`src/rtl/result_bcd_display_if.sv`:
```
// Divider-to-display result bus: divider result in, BCD conversion status out.
// The master side belongs to the divider, the slave side to result_bcd_display.
interface result_bcd_display_if;
  logic        done_in;
  logic [6:0]  Q_in;
  logic [6:0]  R_in;
  logic [11:0] bcd_q;
  logic [11:0] bcd_r;
  logic        bcd_valid;
  logic        busy;

  modport master (
    output done_in, Q_in, R_in,
    input  bcd_q, bcd_r, bcd_valid, busy
  );

  modport slave (
    input  done_in, Q_in, R_in,
    output bcd_q, bcd_r, bcd_valid, busy
  );
endinterface

```
`src/rtl/result_bcd_display.sv`:
```
// Divider result capture, sequential double-dabble to BCD, 4-digit mux display.
// Build option: define LEADING_ZERO_BLANK_EN to blank leading zero digits.
module result_bcd_display #(
  parameter int REFRESH_DIV = 50000
) (
  input  logic                 clk,
  input  logic                 rst,
  result_bcd_display_if.slave  div,
  input  logic                 sel,
  output logic [3:0]           an,
  output logic [6:0]           seg
);

  localparam int CW = (REFRESH_DIV > 2) ? $clog2(REFRESH_DIV) : 1;

  typedef enum logic [1:0] {IDLE, SHIFT, COMMIT} state_t;

  state_t      state;
  logic        done_d;
  logic [6:0]  bin_q;
  logic [6:0]  bin_r;
  logic [11:0] sc_q;
  logic [11:0] sc_r;
  logic [2:0]  step;
  logic [CW-1:0] rcnt;
  logic [1:0]  idx;

  function automatic logic [18:0] dd_step(
    input logic [11:0] b,
    input logic [6:0]  x
  );
    logic [11:0] a;
    a = '0;
    for (int i = 0; i < 3; i++) begin
      if (b[i*4 +: 4] >= 4'd5)
        a[i*4 +: 4] = b[i*4 +: 4] + 4'd3;
      else
        a[i*4 +: 4] = b[i*4 +: 4];
    end
    return {a, x} << 1;
  endfunction

  function automatic logic [6:0] enc(input logic [3:0] d);
    logic [6:0] s;
    s = 7'b1111111;
    unique case (d)
      4'd0: s = 7'b1000000;
      4'd1: s = 7'b1111001;
      4'd2: s = 7'b0100100;
      4'd3: s = 7'b0110000;
      4'd4: s = 7'b0011001;
      4'd5: s = 7'b0010010;
      4'd6: s = 7'b0000010;
      4'd7: s = 7'b1111000;
      4'd8: s = 7'b0000000;
      4'd9: s = 7'b0010000;
      default: s = 7'b1111111;
    endcase
    return s;
  endfunction

  logic        cap;
  logic [18:0] nq;
  logic [18:0] nr;

  assign cap = div.done_in & ~done_d;
  assign nq  = dd_step(sc_q, bin_q);
  assign nr  = dd_step(sc_r, bin_r);

  always_ff @(posedge clk or negedge rst) begin
    if (!rst) begin
      state         <= IDLE;
      done_d        <= 1'b0;
      bin_q         <= '0;
      bin_r         <= '0;
      sc_q          <= '0;
      sc_r          <= '0;
      step          <= '0;
      div.bcd_q     <= '0;
      div.bcd_r     <= '0;
      div.bcd_valid <= 1'b0;
      div.busy      <= 1'b0;
    end else begin
      done_d        <= div.done_in;
      div.bcd_valid <= 1'b0;
      unique case (state)
        IDLE: begin
          if (cap) begin
            bin_q    <= div.Q_in;
            bin_r    <= div.R_in;
            sc_q     <= '0;
            sc_r     <= '0;
            step     <= '0;
            div.busy <= 1'b1;
            state    <= SHIFT;
          end
        end
        SHIFT: begin
          {sc_q, bin_q} <= nq;
          {sc_r, bin_r} <= nr;
          step          <= step + 3'd1;
          if (step == 3'd6)
            state <= COMMIT;
        end
        COMMIT: begin
          div.bcd_q     <= sc_q;
          div.bcd_r     <= sc_r;
          div.bcd_valid <= 1'b1;
          div.busy      <= 1'b0;
          state         <= IDLE;
        end
        default: state <= IDLE;
      endcase
    end
  end

  always_ff @(posedge clk or negedge rst) begin
    if (!rst) begin
      rcnt <= '0;
      idx  <= '0;
    end else if (rcnt == CW'(REFRESH_DIV - 1)) begin
      rcnt <= '0;
      idx  <= idx + 2'd1;
    end else begin
      rcnt <= rcnt + 1'b1;
    end
  end

  logic [11:0] shown;
  logic        hz;
  logic        tz;

  assign shown = sel ? div.bcd_r : div.bcd_q;
  assign an    = ~(4'b0001 << idx);

`ifdef LEADING_ZERO_BLANK_EN
  assign hz = (shown[11:8] == 4'd0);
  assign tz = hz && (shown[7:4] == 4'd0);
`else
  assign hz = 1'b0;
  assign tz = 1'b0;
`endif

  always_comb begin
    seg = 7'b1111111;
    unique case (idx)
      2'd0: seg = enc(shown[3:0]);
      2'd1: seg = tz ? 7'b1111111 : enc(shown[7:4]);
      2'd2: seg = hz ? 7'b1111111 : enc(shown[11:8]);
      2'd3: seg = sel ? 7'b0101111 : 7'b0011000;
      default: seg = 7'b1111111;
    endcase
  end

endmodule

```
`src/flat_wrapper.sv`:
```
// flat-port wrapper written by rule: the top's interface ports become plain ports
module result_bcd_display_flat 
#(
  parameter int REFRESH_DIV = 50000
)
  (clk, rst, sel, an, seg, div_done_in, div_Q_in, div_R_in, div_bcd_q, div_bcd_r, div_bcd_valid, div_busy);
  result_bcd_display_if div_i ();
  input  logic clk;
  input  logic rst;
  input  logic sel;
  output logic [3:0] an;
  output logic [6:0] seg;
  input wire logic [$bits(div_i.done_in)-1:0] div_done_in;
  input wire logic [$bits(div_i.Q_in)-1:0] div_Q_in;
  input wire logic [$bits(div_i.R_in)-1:0] div_R_in;
  output wire logic [$bits(div_i.bcd_q)-1:0] div_bcd_q;
  output wire logic [$bits(div_i.bcd_r)-1:0] div_bcd_r;
  output wire logic [$bits(div_i.bcd_valid)-1:0] div_bcd_valid;
  output wire logic [$bits(div_i.busy)-1:0] div_busy;
  assign div_i.done_in = div_done_in;
  assign div_i.Q_in = div_Q_in;
  assign div_i.R_in = div_R_in;
  assign div_bcd_q = div_i.bcd_q;
  assign div_bcd_r = div_i.bcd_r;
  assign div_bcd_valid = div_i.bcd_valid;
  assign div_busy = div_i.busy;
  result_bcd_display #(.REFRESH_DIV(REFRESH_DIV)) u_core (.clk(clk), .rst(rst), .div(div_i), .sel(sel), .an(an), .seg(seg));
endmodule
```
`config.mk`:
```
export PLATFORM = sky130hd
export DESIGN_NAME = result_bcd_display_flat
export DESIGN_NICKNAME = d
export VERILOG_FILES = /design/src/rtl/result_bcd_display_if.sv /design/src/rtl/result_bcd_display.sv /design/src/flat_wrapper.sv
export SDC_FILE = /design/constraint.sdc
export NUM_CORES = 1
export LEC_CHECK = 0
export BUFFER_PORTS_ARGS = -buffer_cell sky130_fd_sc_hd__buf_4
export CORE_ASPECT_RATIO = 1.75
export CORE_MARGIN = 4
export CORE_UTILIZATION = 40
export DETAILED_ROUTE_END_ITERATION = 10
export MAX_ROUTING_LAYER = met4
export PLACE_DENSITY = 0.64
export RECOVER_POWER = 50
export SLEW_MARGIN = 20
export SYNTH_ARGS = -nofsm -noshare
export SYNTH_HDL_FRONTEND = slang
export SYNTH_SLANG_ARGS = --single-unit
export TNS_END_PERCENT = 10
```
`constraint.sdc`:
```
create_clock -name clk -period 3.46 [get_ports clk]
set_clock_uncertainty 0.2 [all_clocks]
set_input_delay 0.173 -clock clk [delete_from_list [all_inputs] [get_ports clk]]
set_output_delay 0.173 -clock clk [all_outputs]
set_load 0.1 [all_outputs]
```
==> qor.csv, run 1 <==
stage,metric,value,unit
run_status,outcome,"finished, violations left",
run_status,violations,"max-capacitance violations, max-slew violations",
global_route,grt_pass1_wl,18100,um
synthesis,yosys_most_used_dff,dfrtp_1,
routing,drt_wl_total,10700,um
clock_tree,cts.htree.levels,3,
timing,rsz0062_at_grt,false,
critical_path,path_max_fanout,11,
floorplanning,core-area,12100,um^2
clock_tree,cts_sinks,88,
critical_path,max_stage_delay,0.72,ns
floorplanning,dieArea,14300,um^2
critical_path,path_cells,mux2i_1 -> nor2_1 -> a21oi_1 -> o21ai_0 -> a32oi_1 -> buf_4,
power_and_ir_drop,pwr-share-seq,31.3,%
run,max_cap_viol_count,1,
routing,viasPerCell,5.18,
place,globalplace.congestion,0.924,
power_and_ir_drop,pwr-share-comb,50.7,%
cells_and_area,post-route-util,48.9,%
synthesis,syn_inst,479,
critical_path,crit_slowest_cell,mux2i_1,
global_route,grt_max_degree,86,
power_and_ir_drop,power.switching,2.48,mW
synthesis,synth.net_count,534,
floorplanning,die_h,155,um
hold_path,hold_depth,2,
timing,final_max_slew_viol_count,86,
synthesis,synth_enable_flop_cells,0,
critical_path,crit_type,reg2out,
critical_path,start_kind,flop,
synthesis,syn_area,4970,um^2
timing,setup_viol,0,
global_route,track_usage,16.1,%
clock_tree,clock_path_buffers,2,
power_and_ir_drop,power,5.05,mW
synthesis,yosys.area.top_type,dfrtp_1,
timing,worstMarginPinSlew,2.11,ns
cells_and_area,nets,598,
power_and_ir_drop,peakVddDrop,0.000465,V
global_route,grt-ovfl-total,0,
critical_path,worstPathRequired,3.09,ns
power_and_ir_drop,p_sw_share,49.2,%
cells_and_area,layout-drive-gt1-share,18.1,%
timing,fin_crit_sh,78.8,%
clock_tree,post-cts-setup-buffer-count,0,
synthesis,yosys-top-cells-area,"dfrtp_1, ha_1, mux2_2, mux2i_1, nand2_1",
timing,finalHoldViolCount,0,
synthesis,synth_cell_type_count,48,
power_and_ir_drop,p_clk_share,18.0,%
critical_path,crit_path_end_kind,output pin,
clock_tree,clkLatencyLatePin,0.34,ns
power_and_ir_drop,intPower,2.56,mW
global_route,antenna_found_initial,0,
cells_and_area,final_area,5900,um^2
place,io_buffers,54,
critical_path,reg2reg_depth,3,
power_and_ir_drop,leakage,2.76,nW
synthesis,ys_warn_count,0,
timing,fmax,367,MHz
floorplanning,boundaryPins,55,
floorplanning,initial_core_util,41.1,%
routing,drcViolationCount,0,
timing,slew_headroom,-40.4,%
cells_and_area,antennaDiodeCount,0,
floorplanning,rows,53,
clock_tree,cts_root_buffer,clkbuf_16,
timing,holdWs,0.286,ns
critical_path,worstPathArrival,2.35,ns
synthesis,ys_seq_area_share,44.3,%
cells_and_area,syn_to_final_growth,18.7,%
clock_tree,cts_tree,done,
global_route,grt_pass1_vias,3693,
synthesis,async_flop_share,100,%
synthesis,synth_seq_cells,88,
routing,wl_per_cell,15.0,um
synthesis,syn_area_per_cell,10.4,um^2
clock_tree,cts.reportedPaths.clkPinSlew,0.06,ns
routing,drtPass1Iterations,4,
hold_path,hp-class,reg2reg,
timing,min_period,2.73,ns
routing,postRouteAntennaNets,0,
clock_tree,cts.repair.resized,0,
place,dp_hpwl,7860,um
clock_tree,cts_buffers,9,
routing,first_iter_violations,145,
floorplanning,die_width,92.2,um
routing,via_count,3690,
power_and_ir_drop,power_density,856,nW/um^2
synthesis,synth.top_cell.area_share,44.3,%
place,dpl_cell_area,5520,um^2
critical_path,rrSetupSlack,1.07,ns
[per-stage QoR]
step | setup TNS [ns] | std cells | setup slack [ns]
global route | 0 | 713 | 0.493
detailed placement | 0 | 681 | 0.999
floorplan | -1.91 | 479 | -0.380
CTS | 0 | 713 | 0.729
finish | 0 | 713 | 0.733
global placement | 0 | 681 | 1.08
[Yosys cell counts (all sizes together), types with 2 or more instances]
cell type   n
a21o        2
a21oi      26
a32o        6
a32oi       5
and3        3
buf        18
clkbuf      4
dfrtp      88
ha         37
inv        29
mux2       27
mux2i      28
nand2      49
nand2b      7
nand3      11
nand4       3
nor2       27
nor2b       4
nor3        3
o211ai      2
o21ai      32
o221ai      4
o22ai      14
o31ai       8
o32ai       3
xnor2      14
xor2       12
[path summary, 6_finish.rpt]
check | start | endpoint
setup / recovery | u_core.div.bcd_r[2] | seg[5]
hold / removal | u_core.bin_q[4] | u_core.bin_q[5]
setup reg to reg | u_core.state[1] | u_core.div.bcd_r[11]
hold reg to reg | u_core.bin_q[4] | u_core.bin_q[5]
max in group asynchronous | rst | u_core.div.bcd_q[9]
min in group asynchronous | rst | u_core.bin_r[2]
[logic make-up after synthesis]
logic type | synth area share, %
AND/OR/NAND/NOR | 11.1
AO/OA/AOI/OAI | 13.6
flip-flops | 44.3
multiplexers | 12.4
buffers and inverters | 4.61
adder cells (fa/ha/maj) | 9.32
XOR/XNOR | 4.59
[placed cells by master, fill, tap and decap left out, types with 3 or more instances in the layout]
| cell type | instances |
|---|---|
| dfrtp_1 | 88 |
| mux2i_1 | 24 |
| xnor2_1 | 14 |
| dlygate4sd3_1 | 16 |
| a21oi_1 | 26 |
| a32oi_1 | 4 |
| mux2_2 | 27 |
| buf_4 | 42 |
| o32ai_1 | 3 |
| and3_1 | 3 |
| clkbuf_1 | 17 |
| o31ai_1 | 8 |
| nor2_1 | 27 |
| o221ai_1 | 4 |
| ha_1 | 37 |
| xor2_1 | 12 |
| clkbuf_16 | 9 |
| nor3_1 | 3 |
| o21ai_0 | 29 |
| inv_1 | 29 |
| o22ai_1 | 14 |
| a32o_1 | 6 |
| nand2b_1 | 7 |
| clkinv_4 | 3 |
| nand3_1 | 11 |
| nand2_1 | 48 |
| nand4_1 | 3 |
[worst max-delay path: cells and delay by family, from the launching register on]
kind	cells	cell delay [ns]
AOI/OAI and AO/OA	3	0.41
DFF	1	0.43
muxes	1	0.72
and+or+nand+nor	1	0.14
buffers and inverters	1	0.32
[metal layers]
metal  part of all wire (%)  GRT usage (%)  wire length [um]  up-vias
li1                       -              -                 -     1813
met1                     41           17.7              4410     1781
met2                     52           27.8              5540       69
met3                    3.5           3.34               372       27
met4                    3.7           7.51               393        0
met5                      0              -                 0        -
[power groups by stage]
stage / clock network (mW) / logic [mW] / registers, mW
after global routing: 0.992 / 2.78 / 1.62
after CTS: 0.945 / 2.62 / 1.58
after global placement: 0 / 2.53 / 1.59
after detailed placement: 0 / 2.60 / 1.60
final: 0.907 / 2.56 / 1.58
after floorplan: 0 / 1.51 / 2.09
[flip-flops by register name, indices dropped and copies added, names as in the netlist]
signal	cells
u_core.div.bcd_q	12
u_core.state	2
u_core.bin_q	7
u_core.div.bcd_r	12
u_core.div.bcd_valid	1
u_core.bin_r	7
u_core.rcnt	16
u_core.sc_r	12
u_core.sc_q	12
u_core.idx	2
u_core.div.busy	1
u_core.step	3
u_core.done_d	1
[final cells by class]
class                           count  area, um^2
Multi-Input combinational cell    340        2560
Inverter                           29         109
Fill cell                        1154        6170
Sequential cell                    88        2200
Clock inverter                      5        40.0
Timing Repair Buffer               75         541
Tap cell                          165         206
Clock buffer                       11         243
[repair_timing]
action | 4_1_cts | 5_1_grt
hold buffers | 16 | 0
endpoints found under the hold margin | 99 | 0
endpoints found under the setup margin | 0 | 0
Power figures use the tool's default switching activity.
==> inputs of run 2 (changes only) <==
--- a/config.mk
+++ b/config.mk
@@ -11,7 +11,7 @@
 export CORE_UTILIZATION = 40
 export DETAILED_ROUTE_END_ITERATION = 10
 export MAX_ROUTING_LAYER = met4
-export PLACE_DENSITY = 0.64
+export PLACE_DENSITY = 0.66
 export RECOVER_POWER = 50
 export SLEW_MARGIN = 20
 export SYNTH_ARGS = -nofsm -noshare
==> constraint.sdc (replaced) <==
create_clock -name clk -period 2.3 [get_ports clk]
set_clock_uncertainty 0.2 [all_clocks]
set_input_delay 0.115 -clock clk [delete_from_list [all_inputs] [get_ports clk]]
set_output_delay 0.115 -clock clk [all_outputs]
set_load 0.1 [all_outputs]
==> run 2 against run 1 <==
  * The run ends with negative setup slack left
  * Sequential share of layout area down 2.8 points
  * Design area rose by 10%
  * Core utilization is 4.9 points higher
  * Count of clock-buffer cells in the layout fell by 2
  * Wire length grew 7.1%
  * Setup slack worse by 0.91 ns
  * Via count grew 2.7%
  * Combinational power rose by 73%
  * Highest routed layer unchanged
==> qor.csv, run 2 (synthesized netlist as in run 1, its figures left out) <==
stage,metric,value,unit
run_status,outcome,"finished, violations left",
floorplanning,rows,53,
timing,rsz0062_at_grt,true,
clock_tree,cts.reportedPaths.clkPinSlew,0.06,ns
global_route,grt_max_degree,48,
place,io_buffers,54,
floorplanning,die_width,92.2,um
cells_and_area,syn_to_final_growth,30.6,%
cells_and_area,regMostFlops,u_core.rcnt,
place,dp_hpwl,8180,um
timing,slew_headroom,14.7,%
critical_path,r2r-start,u_core.rcnt[4],
clock_tree,clkLatencyLatePin,0.34,ns
global_route,track_usage,17.3,%
clock_tree,cts_sinks,88,
global_route,grt_pass1_vias,3912,
floorplanning,core-area,12100,um^2
floorplanning,initial_core_util,41.1,%
cells_and_area,antennaDiodeCount,0,
clock_tree,cts_buffers,9,
timing,setup_viol,7,
critical_path,crit-reg2reg-capture,u_core.idx[0],
routing,viasPerCell,5.15,
floorplanning,dieArea,14300,um^2
routing,drcViolationCount,0,
routing,drtPass1Iterations,4,
floorplanning,die_h,155,um
timing,holdWs,0.273,ns
timing,fmax,404,MHz
critical_path,reg2reg_depth,4,
routing,via_count,3788,
power_and_ir_drop,pwr-share-seq,28.7,%
routing,drt_wl_total,11500,um
cells_and_area,mostFrequentLayoutCells,"dfrtp_1, nand2_1, buf_4",
cells_and_area,nets,621,
critical_path,path_max_fanout,5,
timing,finalHoldViolCount,0,
run_status,violations,negative setup slack,
clock_tree,cts_root_buffer,clkbuf_16,
floorplanning,boundaryPins,55,
critical_path,start_kind,flop,
power_and_ir_drop,p_clk_share,18.8,%
hold_path,min_from,div_done_in,
timing,final_max_slew_viol_count,0,
cells_and_area,layout-drive-gt1-share,29.9,%
critical_path,worstPathArrival,2.16,ns
hold_path,holdPathEnd,u_core.done_d,
power_and_ir_drop,intPower,4.47,mW
global_route,grt-ovfl-total,0,
global_route,grt_pass1_wl,19300,um
cells_and_area,largest_reg_flops,16,
place,placed_cells,693,
cells_and_area,layout_commonest_cell,dfrtp_1,
clock_tree,cts_tree,done,
power_and_ir_drop,power_density,1300,nW/um^2
routing,postRouteAntennaNets,0,
global_route,antenna_found_initial,0,
power_and_ir_drop,power,8.44,mW
timing,min_period,2.47,ns
power_and_ir_drop,power.switching,3.97,mW
power_and_ir_drop,leakage,2.88,nW
critical_path,rrSetupSlack,0.42,ns
place,globalplace.congestion,0.893,
power_and_ir_drop,p_sw_share,47.1,%
routing,wl_per_cell,15.6,um
hold_path,hp-class,in2reg,
routing,first_iter_violations,235,
clock_tree,cts.htree.levels,3,
place,dp_slack,-0.111,ns
power_and_ir_drop,pwr-share-comb,52.6,%
power_and_ir_drop,peakVddDrop,0.000645,V
timing,worstMarginPinSlew,1.28,ns
cells_and_area,nFillCells,1093,
timing,fin_crit_sh,108,%
hold_path,hold_depth,2,
critical_path,worstPathRequired,1.99,ns
timing,worst_slack,-0.174,ns
critical_path,crit_type,reg2out,
cells_and_area,stdcell_count,736,
run,max_cap_viol_count,0,
critical_path,crit_path_end_kind,output pin,
clock_tree,clock_path_buffers,2,
-- run 2: cell count changes in the layout (fill, tap and decap cells not counted), sizes merged --
cell	change
inv	-1
clkbuf	+11
dlygate4sd3	+1
buf	+9
clkinvlp	+3
clkinv	-2
bufinv	+2
-- run 2: worst max path at each step --
stage                                    from      to  slack [ns]  cells past startpoint
final                     u_core.div.bcd_q[9]  seg[2]       -0.17                      8
after global routing      u_core.div.bcd_q[5]  seg[0]       -0.30                      7
after CTS                 u_core.div.bcd_r[8]  seg[0]       -0.17                      9
after detailed placement                  sel  seg[5]       -0.11                      9
after global placement                    sel  seg[6]       0.002                      9
after floorplan                 u_core.idx[1]  seg[1]       -0.41                      5
-- run 2: cell type report --
class | count | area (um^2) | area share [%]
Sequential cell | 88 | 2240 | 34.6
Multi-Input combinational cell | 340 | 2810 | 43.4
Tap cell | 165 | 206 | 3.18
Clock buffer | 9 | 225 | 3.47
Clock inverter | 7 | 103 | 1.58
Timing Repair Buffer | 98 | 777 | 12.0
Inverter | 29 | 119 | 1.83
-- run 2: timing repair --
item | in CTS | in global routing
endpoints found under the hold margin | 103 | 0
pin swaps | 3 | 5
endpoints found under the setup margin | 7 | 7
hold buffers | 17 | 0
gates resized for setup | 35 | 19
buffers inserted | 5 | 5
-- run 2: critical path, stage by stage, from the launching register on --
cell     delay (ns)
dfrtp_2        0.42
mux2i_4        0.25
inv_1          0.15
ha_1           0.21
and3_1         0.15
o21ai_0        0.18
buf_4          0.16
a32oi_4        0.11
buf_12         0.19
-- run 2: through the flow --
step	setup TNS, ns	cell area, um^2	utilization, %
2_1_floorplan	-1.98	5150	-
3_3_place_gp	0	5810	48.1
3_5_place_dp	-0.325	5810	48.1
4_1_cts	-1.05	6480	53.7
5_1_grt	-1.58	6490	53.7
6_report	-0.917	6490	53.7
-- run 2: power by group through the flow --
stage                     sequential (mW)  clock (mW)  combinational, mW
after floorplan                      3.19           0               2.37
after global placement               2.42           0               3.96
after detailed placement             2.44           0               4.10
after CTS                            2.42        1.63               4.37
after global routing                 2.48        1.69               4.80
final                                2.42        1.58               4.44
-- run 2: metal layers --
layer  vias up  track usage [%]  part of all wire (%)
li1       1862                -                     -
met1      1847             19.3                    41
met2        62             30.3                    54
met3        17             2.71                   2.3
met4         0             8.15                   3.1
met5         -                -                     0
